$ cat src/rtl/score_counter.sv
// Push-button scoreboard front end: synchronizes, debounces and edge-detects
// inc/dec/clear buttons and keeps a saturating two-digit BCD score (00..99).
module score_counter #(
  parameter int DEBOUNCE_CYCLES = 250000
) (
  input  logic       clk_i,
  input  logic       rst_i,
  input  logic       inc_btn_i,
  input  logic       dec_btn_i,
  input  logic       clr_btn_i,
  output logic [3:0] tens_o,
  output logic [3:0] ones_o,
  output logic       change_o
);

  localparam int CW = ($clog2(DEBOUNCE_CYCLES + 1) < 1) ? 1 : $clog2(DEBOUNCE_CYCLES + 1);
  localparam logic [CW-1:0] CNT_LAST = CW'(DEBOUNCE_CYCLES - 1);

  // Bit 0 = inc, bit 1 = dec, bit 2 = clr throughout.
  logic [2:0]    raw;
  logic [2:0]    s1;
  logic [2:0]    s2;
  logic [2:0]    stable;
  logic [2:0]    stable_q;
  logic [2:0]    press;
  logic [CW-1:0] cnt [3];

  assign raw   = {clr_btn_i, dec_btn_i, inc_btn_i};
  assign press = stable & ~stable_q;

  // NOTE: sequential state uses <= so every flop samples pre-edge values.
  // NOTE: the debounce counters are reset too, so a reset mid-debounce drops
  // any partial count and a still-held button restarts from zero.
  always_ff @(posedge clk_i or posedge rst_i) begin
    if (rst_i) begin
      s1       <= '0;
      s2       <= '0;
      stable   <= '0;
      stable_q <= '0;
      for (int i = 0; i < 3; i++) cnt[i] <= '0;
    end else begin
      s1       <= raw;
      s2       <= s1;
      stable_q <= stable;
      for (int i = 0; i < 3; i++) begin
        if (s2[i] == stable[i]) begin
          cnt[i] <= '0;
        end else if (cnt[i] == CNT_LAST) begin
          stable[i] <= s2[i];
          cnt[i]    <= '0;
        end else begin
          cnt[i] <= cnt[i] + 1'b1;
        end
      end
    end
  end

  logic inc;
  logic dec;
  logic clr;
  logic [3:0] tens_n;
  logic [3:0] ones_n;

  assign inc = press[0];
  assign dec = press[1];
  assign clr = press[2];

  // NOTE: defaults first so every path assigns both digits and no latch forms.
  always_comb begin
    tens_n = tens_o;
    ones_n = ones_o;
    if (clr) begin
      tens_n = '0;
      ones_n = '0;
    end else if (inc && !dec) begin
      if (ones_o != 4'd9) begin
        ones_n = ones_o + 4'd1;
      end else if (tens_o != 4'd9) begin
        ones_n = '0;
        tens_n = tens_o + 4'd1;
      end
    end else if (dec && !inc) begin
      if (ones_o != 4'd0) begin
        ones_n = ones_o - 4'd1;
      end else if (tens_o != 4'd0) begin
        ones_n = 4'd9;
        tens_n = tens_o - 4'd1;
      end
    end
  end

  // change_o flags a real value change only, so saturation and no-ops stay quiet.
  always_ff @(posedge clk_i or posedge rst_i) begin
    if (rst_i) begin
      tens_o   <= '0;
      ones_o   <= '0;
      change_o <= 1'b0;
    end else begin
      tens_o   <= tens_n;
      ones_o   <= ones_n;
      change_o <= ({tens_n, ones_n} != {tens_o, ones_o});
    end
  end

endmodule

$ cat config.mk
export PLATFORM = sky130hd
export DESIGN_NAME = score_counter
export DESIGN_NICKNAME = d
export VERILOG_FILES = /design/src/rtl/score_counter.sv
export SDC_FILE = /design/constraint.sdc
export NUM_CORES = 1
export LEC_CHECK = 0
export CAP_MARGIN = 20
export CORE_MARGIN = 3
export CORE_UTILIZATION = 30
export DETAILED_ROUTE_END_ITERATION = 8
export MAX_ROUTING_LAYER = met4
export PLACE_DENSITY = 0.44
export SLEW_MARGIN = 5
export SYNTH_ARGS = -nofsm -noshare
export SYNTH_HDL_FRONTEND = slang
export SYNTH_SLANG_ARGS = --single-unit
$ cat constraint.sdc
create_clock -name clk_i -period 2.5 [get_ports clk_i]
set_input_delay 0.625 -clock clk_i [delete_from_list [all_inputs] [get_ports clk_i]]
set_output_delay 0.625 -clock clk_i [all_outputs]
set_load 0.02 [all_outputs]
==> results.md, run 1 <==
* Peak supply drop at between 0.0002 and 0.0003 V
* Total Wirelength at a little under 8 mm
* Fillers at between 1,000 and 1,500
* Most used DFF post-synth: dfrtp_1
* Mean routed wirelength per cell at ~13 um
* Cts hold-fix bufs at 0
* Vias per Instance at between 4 and 5
* Clock Path Buffers at 2
* Row cnt at 41
* PnR Total Power at about 2.6 mW
* Number of flops mapped to enable cells by yosys at 0
* Worst Path Class, Setup: flip-flop to output port
* Worst-path clk slew at roughly 60 ps
* Slew Viols, Final at 0
* Mapped Area at just under 4000 um2
* Top cell type's share of synthesized area at 0.475
* Hold WC Path Type: flip-flop to flip-flop
* Post-CTS sizing at 0
* Vias at between 2,000 and 3,000
* Clock sink count at between 70 and 80
* Status: finished clean
* TritonCTS clock tree: done
* IO Port Bufs at 13
* Pwr dens at 570 nW/um2
* Worst Hold Depth at 0
* Final WS setup at about 290 ps
* Crit path DAT at 1590 ps
* Register bit total from synthesis at 75
* Reg2reg end: tens_o[1]
* Post-route insts no fill at 610
* Relative slew slack at 0.595
* Final Hold Violating Endpoints at 0
* Most common cell after layout, fill and taps aside: nor2_1
* Worst-skew pair later-pin latency at 330 ps
* YS warnings at 0
* Synth cell types at 52
* Crit path cell chain: clkdlybuf4s50_1
* # Post-CTS Setup Buffers at 0
* Leak Pwr at between 1.5 and 2 nW
* Nets@finish at between 400 and 500
* Area of the multi-input gates at roughly 1900 um2
* DR pass1 iterations at 4
* Register area at around 1900 um2
* Total gr overflow at 0
* CP startpoint kind: flip-flop
* Post-Syn Nets at 427
* Crit path max-delay family: buffers and inverters
* Synth Area per Inst at roughly 9.6 um2
* CORE AREA at between 10,000 and 15,000 um2
* Die area at around 15,000 um2
* Crit path capture type: output port
* Number of global-route vias before repair at ~3,000
* Clk_skew at between 4 and 5 ps
* Setup TNS at 0 ps
* Root Buffer: clkbuf_16
* Reg-to-Reg Start: ones_o[0]
* Antenna cells at 0
* Final Critical Period at 2210 ps
* Hold endpoint: s2[0]
* RSZ-0062 raised after global routing: false
* CP Max Fanout at 12
* Final Util at 0.360
* Ports at 14
* Max stage delay on crit path at 680 ps
* Die Y at 121 um
* First-pass GRT wire length at 14.4 mm
* Worst hold start: s1[0]
* Routed Antenna Nets at 0
* Inst Count DP at 594
* Remaining DRCs at 0
* FF-to-FF path depth at 7
* Largest area contributor in the netlist: dfrtp_1
* Layout cells sized above 1 at 0.0822
* Sequential area share after synthesis at 0.475
* Post-synth ARST share at 1.00
* GP Congestion at just over 0.9
* Pre-CTS setup slack at roughly 420 ps
* Max-cap check violation count at 0
* # setup viols final at 0
* Ranking of synthesized cells by area: dfrtp_1 (48%), xnor2_1 (7.5%), nor2_1 (7.4%)
* Final worst-path cycle share at 0.886
* Buf/Inv on CP at 1
* Most frequent cells in the layout: nor2_1 (78), dfrtp_1 (75), xnor2_1 (34)
* Largest net degree at the start of global routing at 76
* Gr usage total at 0.126
* Total CTS buffers at 9
* Slowest cell on the critical path: clkdlybuf4s50_1
* HPWL Detailed at between 5 and 6 mm
* CP required at about 1900 ps
* Initial antenna violation count at 0
* DRT iter0 DRCs at roughly 180
* Flop2flop setup slack at roughly 380 ps
* Die Span X at 121 um
* Fmax at between 400 and 500 MHz
* Syn Inst Count at about 410
* CTS HTree Levels at 3
* Worst Max-Slew Pin Slew at roughly 610 ps
* Initial Util at 0.310
* Syn-to-layout area delta at 15.8%
-- per-layer routing --
metal | GRT usage | share of wire
met5 | - | 0
met4 | 0.0623 | 0.020
met3 | 0.0384 | 0.050
met2 | 0.180 | 0.45
met1 | 0.161 | 0.48
-- cell type report --
class | instances | share of cell area
Tap cell | 172 | 0.0470
Sequential cell | 75 | 0.410
Timing Repair Buffer | 22 | 0.0460
Clock buffer | 11 | 0.0531
Multi-Input combinational cell | 308 | 0.417
Inverter | 17 | 0.0148
Clock inverter | 5 | 0.0115
-- synth_stat cells (all sizes together) (3+ instances only) --
library cell  instances
inv                  17
nor4                 12
buf                  11
nand3                30
or2                   3
o21ai                 5
and4                  4
o22ai                 3
mux2                  3
a21oi                10
nor3                  9
ha                    9
dfrtp                75
nand2b                6
and3                  3
nand4                11
xor2                 19
xnor2                34
a21o                  3
nor2                 78
nor2b                 5
o211ai                4
nand2                27
-- worst max-delay path by stage --
stage / end / startpoint / depth (start not counted)
detailed placement: tens_o[1] / ones_o[0] / 7
floorplan: change_o / ones_o[1] / 8
CTS: ones_o[3] / ones_o[3] / 1
global placement: tens_o[1] / ones_o[0] / 7
global route: tens_o[1] / ones_o[0] / 7
finish: ones_o[3] / ones_o[3] / 1
-- flip-flops by register name (all words and copies together) (netlist names) --
register,cells
change_o,1
cnt,54
ones_o,4
s1,3
s2,3
stable,3
stable_q,3
tens_o,4
-- power breakdown --
part,internal [mW],total (mW),switching [mW]
Clock,0.794,1.28,0.489
Sequential,1.23,1.24,0.0139
Combinational,0.0271,0.0769,0.0499
-- cells by family (layout without fill, tap and decap cells) --
kind of cell | after synthesis | after routing | share of synthesized area
compound gates | 42 | 42 | 0.0770
xor+xnor | 53 | 53 | 0.118
fa+ha+maj | 9 | 9 | 0.0285
buf+inv | 30 | 55 | 0.0415
flops | 75 | 75 | 0.475
mux | 4 | 4 | 0.0111
simple gates | 200 | 200 | 0.249
-- stage by stage --
stage / instance area [um2] / hold slack (ps)
after detailed placement: 4280 / 337
after floorplan: 3950 / 331
after global placement: 4280 / 339
final: 4570 / 348
after global routing: 4570 / 367
after CTS: 4570 / 350
(Power assumes the default switching activity.)
==> run 2: changes to the inputs <==
--- a/config.mk
+++ b/config.mk
@@ -8,6 +8,7 @@
 export CAP_MARGIN = 20
 export CORE_MARGIN = 3
 export CORE_UTILIZATION = 30
+export CTS_BUF_LIST = sky130_fd_sc_hd__clkbuf_4 sky130_fd_sc_hd__clkbuf_8 sky130_fd_sc_hd__clkbuf_16
 export DETAILED_ROUTE_END_ITERATION = 8
 export MAX_ROUTING_LAYER = met4
 export PLACE_DENSITY = 0.44
==> results.md, run 2 (synthesized netlist as in run 1, its figures left out) <==
* Status: finished clean
* Inst Count DP at approximately 590
* Slowest cell on the critical path: clkdlybuf4s50_1
* Final Hold Violating Endpoints at 0
* CP Max Fanout at 12
* CP required at ~1900 ps
* HPWL Detailed at around 5.3 mm
* First-pass GRT wire length at around 14 mm
* CP startpoint kind: flip-flop
* Total gr overflow at 0
* Most common cell after layout, fill and taps aside: nor2_1
* Reg with most FFs: cnt
* Initial antenna violation count at 0
* Nets@finish at between 400 and 500
* Peak supply drop at 0.000291 V
* Clock Path Buffers at 2
* Gr usage total at 0.125
* Area of the multi-input gates at 1910 um2
* CTS HTree Levels at 3
* RSZ-0062 raised after global routing: false
* Max-cap check violation count at 0
* PnR Total Power at around 2.6 mW
* Max stage delay on crit path at 680 ps
* Row cnt at 41
* # Post-CTS Setup Buffers at 0
* Routed Antenna Nets at 0
* Met1 Usage GRT at 0.161
* Register area at ~1900 um2
* Vias at 2,952
* Worst Max-Slew Pin Slew at ~600 ps
* DR pass1 iterations at 4
* DRT iter0 DRCs at roughly 220
* Die Span X at between 100 and 150 um
* Largest net degree at the start of global routing at 76
* Reg-to-Reg Start: ones_o[0]
* Crit path max-delay family: buffers and inverters
* Total Wirelength at 7.91 mm
* Post-CTS sizing at 0
* Hold WC Path Type: flip-flop to flip-flop
* Number of global-route vias before repair at around 3,000
* GR peak layer: met2
* Pwr dens at ~570 nW/um2
* Cell depth of the worst setup path at 1
* Finished Cell Area at between 4000 and 5000 um2
* Worst-skew pair later-pin latency at approximately 340 ps
* Buf/Inv on CP at 1
* Reg2reg end: tens_o[1]
* CORE AREA at around 13,000 um2
* Met3 global-route usage at 0.0384
* Met2 Track Usage GR at 0.179
* Clk_skew at ~5.5 ps
* Mean routed wirelength per cell at ~13 um
* Ports at 14
* Final Critical Period at between 2000 and 2500 ps
* Most frequent cells in the layout: nor2_1 (78), dfrtp_1 (75), xnor2_1 (34)
* Clock sink count at between 70 and 80
* Die Y at 121 um
* Layout cells sized above 1 at 0.0845
* CP startpoint: ones_o[3]
* Die area at ~15,000 um2
* Max FFs per register at 54
* Vias per Instance at 4.84
* Initial Util at 0.310
* Fillers at 1,332
* Crit path capture type: output port
* Worst Path Class, Setup: flip-flop to output port
* Root Buffer: clkbuf_16
* Setup TNS at 0 ps
* DP Area at between 4000 and 5000 um2
* Total CTS buffers at 9
* Slew Viols, Final at 0
* Crit path DAT at about 1600 ps
* Leak Pwr at around 1.8 nW
* GP Congestion at 0.918
* Antenna cells at 0
* Crit path cell chain: clkdlybuf4s50_1
* Worst setup path end: ones_o[3]
* Flop2flop setup slack at 380 ps
* Remaining DRCs at 0
* Syn-to-layout area delta at 15.9%
* IO Port Bufs at 13
* TritonCTS clock tree: done
* Fmax at 453 MHz
* Worst-path clk slew at approximately 60 ps
* FF-to-FF path depth at 7
* Cts hold-fix bufs at 0
* Largest regs: cnt (54), ones_o (4), tens_o (4)
* Post-route insts no fill at between 600 and 700
* Final worst-path cycle share at 0.884
* # setup viols final at 0
* Relative slew slack at 0.600
run 2: worst min path at each step:
stage / start / end / slack (ps) / depth (start not counted)
global route: s1[0] / s2[0] / 370 / 0
floorplan: s1[0] / s2[0] / 330 / 0
finish: s1[0] / s2[0] / 350 / 0
global placement: s1[0] / s2[0] / 340 / 0
CTS: s1[0] / s2[0] / 350 / 0
detailed placement: s1[0] / s2[0] / 340 / 0
run 2: worst register-to-register path, stage by stage (launching register included):
cell and delay [ps]:
dfrtp_1 390, inv_1 110, ha_1 280, nor3b_2 420, nand3_1 180, o22ai_1 360
mux2i_1 230, nor2_1 50
run 2: per-stage QoR:
step / hold slack [ps] / setup slack, ps / util
after CTS: 350 / 269 / 0.360
after global routing: 367 / 178 / 0.360
after global placement: 339 / 455 / 0.336
final: 348 / 291 / 0.360
after floorplan: 331 / 316 / -
after detailed placement: 337 / 415 / 0.336
run 2: per-layer routing:
metal  vias to the layer above  share of wire
li1                       1469              -
met1                      1393           0.48
met2                        73           0.44
met3                        17          0.048
met4                         0          0.027
met5                         -              0
run 2: power breakdown:
group          internal, mW  switching, mW
registers              1.23         0.0139
logic                0.0271         0.0498
clock network         0.805          0.492
total                  2.06          0.556
run 2: layout make-up:
type | instances | area share
multi-input cells | 308 | 0.417
flip-flops and latches | 75 | 0.410
clock buffers | 11 | 0.0538
well taps | 172 | 0.0470
repair buffers | 22 | 0.0459
inverters | 17 | 0.0148
clock inverters | 5 | 0.0115
==> run 3: changes to the inputs <==
--- a/config.mk
+++ b/config.mk
@@ -10,6 +10,7 @@
 export CORE_UTILIZATION = 30
 export CTS_BUF_LIST = sky130_fd_sc_hd__clkbuf_4 sky130_fd_sc_hd__clkbuf_8 sky130_fd_sc_hd__clkbuf_16
 export DETAILED_ROUTE_END_ITERATION = 8
+export GPL_TIMING_DRIVEN = 0
 export MAX_ROUTING_LAYER = met4
 export PLACE_DENSITY = 0.44
 export SLEW_MARGIN = 5
==> results.md, run 3 (synthesized netlist as in run 1, its figures left out) <==
* RSZ-0062 raised after global routing: false
* Gr usage total at 0.130
* Final Critical Period at around 2300 ps
* Root Buffer: clkbuf_16
* Vias at roughly 2,900
* Worst Max-Slew Pin Slew at roughly 570 ps
* CTS HTree Levels at 3
* Ports at 14
* Syn-to-layout area delta at 18.0%
* Initial Util at 0.310
* Sequential Power Share at 0.457
* Fin Hold WS at around 350 ps
* Antenna cells at 0
* Vias per Instance at around 4.8
* Finished Cell Area at 4660 um2
* Clock sink count at 75
* Combinational Power Share at 0.031
* Die area at ~15,000 um2
* Register area at 1880 um2
* Leak Pwr at around 1.9 nW
* Remaining DRCs at 0
* Mean routed wirelength per cell at ~13 um
* Total gr overflow at 0
* Pint at 2.16 mW
* # Post-CTS Setup Buffers at 0
* Routed Antenna Nets at 0
* Final worst-path cycle share at 0.912
* Area of the multi-input gates at 1920 um2
* Reg with most FFs: cnt
* Die Span X at ~120 um
* Net Sw Frac at 0.209
* Largest net degree at the start of global routing at 39
* DRT iter0 DRCs at about 120
* CORE AREA at between 10,000 and 15,000 um2
* Die Y at around 120 um
* Crit path capture type: flip-flop
* Worst Path Class, Setup: flip-flop to flip-flop
* Sw power at roughly 0.57 mW
* Clk pwr share at 0.512
* Row cnt at 41
* Setup TNS at 0 ps
* Worst-path clk slew at 50 ps
* HPWL Detailed at just under 6 mm
* GP Congestion at 0.870
* Clk_skew at slightly above 8 ps
* Status: finished clean
* Final Util at 0.366
* Pwr dens at between 500 and 600 nW/um2
* Max FFs per register at 54
* Fillers at approximately 1,300
* CP required at roughly 2700 ps
* Total CTS buffers at 9
* Number of global-route vias before repair at 3,015
* Clock Path Buffers at 2
* Hold WC Path Type: flip-flop to flip-flop
* # setup viols final at 0
* DP Area at ~4300 um2
* Inst Count DP at 600
* Max-cap check violation count at 0
* First-pass GRT wire length at about 15 mm
* Final Hold Violating Endpoints at 0
* DR pass1 iterations at 4
* Total Wirelength at ~8 mm
* Most common cell after layout, fill and taps aside: nor2_1
* Relative slew slack at 0.618
* Initial antenna violation count at 0
* Worst-skew pair later-pin latency at between 300 and 400 ps
* Layout cells sized above 1 at 0.0928
* Most frequent cells in the layout: nor2_1 (78), dfrtp_1 (75), xnor2_1 (34)
* Nets@finish at around 450
* Largest regs: cnt (54), ones_o (4), tens_o (4)
* CP startpoint kind: flip-flop
* Fmax at between 400 and 500 MHz
* Crit path DAT at roughly 2500 ps
* Peak supply drop at about 0.0004 V
* Post-route insts no fill at 614
* Slew Viols, Final at 0
* IO Port Bufs at 13
* CP Max Fanout at 10
* TritonCTS clock tree: done
[run 3: area by class of cell]
type	count	share of cell area
Timing Repair Buffer	15	0.0365
Sequential cell	75	0.403
Multi-Input combinational cell	308	0.412
Inverter	17	0.0145
Clock inverter	5	0.0166
Tap cell	172	0.0462
Clock buffer	10	0.0513
Buffer	12	0.0207
[run 3: per-stage QoR]
step,setup WS (ps),total power [mW]
floorplan,316,1.32
global placement,-3.10,1.35
detailed placement,34.5,1.36
CTS,80.1,2.79
global route,49.2,2.84
finish,220,2.73
[run 3: power groups by stage]
stage	sequential [mW]	combinational, mW	clock (mW)
after global placement	1.27	0.0816	0
after CTS	1.24	0.0894	1.45
after detailed placement	1.27	0.0890	0
after floorplan	1.26	0.0578	0
final	1.24	0.0844	1.40
after global routing	1.25	0.100	1.50
[run 3: final timing paths]
check	start	slack (ps)	depth (start not counted)	end
min in group asynchronous	rst_i	570	2	cnt[3]
worst max register to register	ones_o[0]	220	7	tens_o[1]
worst min register to register	s1[1]	350	0	s2[1]
worst min-delay path	s1[1]	350	0	s2[1]
worst max-delay path	ones_o[0]	220	7	tens_o[1]
max in group asynchronous	rst_i	1240	4	cnt[22]
[run 3: metal layers]
layer,GRT usage,vias up,share of wire
met5,-,-,0
met4,0.0531,0,0.018
met2,0.192,32,0.46
met1,0.170,1423,0.49
met3,0.0355,11,0.038
li1,-,1474,-
[run 3: critical path, stage by stage (launching register included)]
cell,delay [ps]
dfrtp_1,500
inv_1,180
ha_2,280
nor3b_4,380
nand3_1,200
o22ai_1,330
mux2i_1,220
nor2_1,50
[run 3: what timing repair did]
action / in CTS / in global routing
gates resized for setup: 1 / 1
hold buffers: 0 / 0
endpoints found under the setup margin: 1 / 4
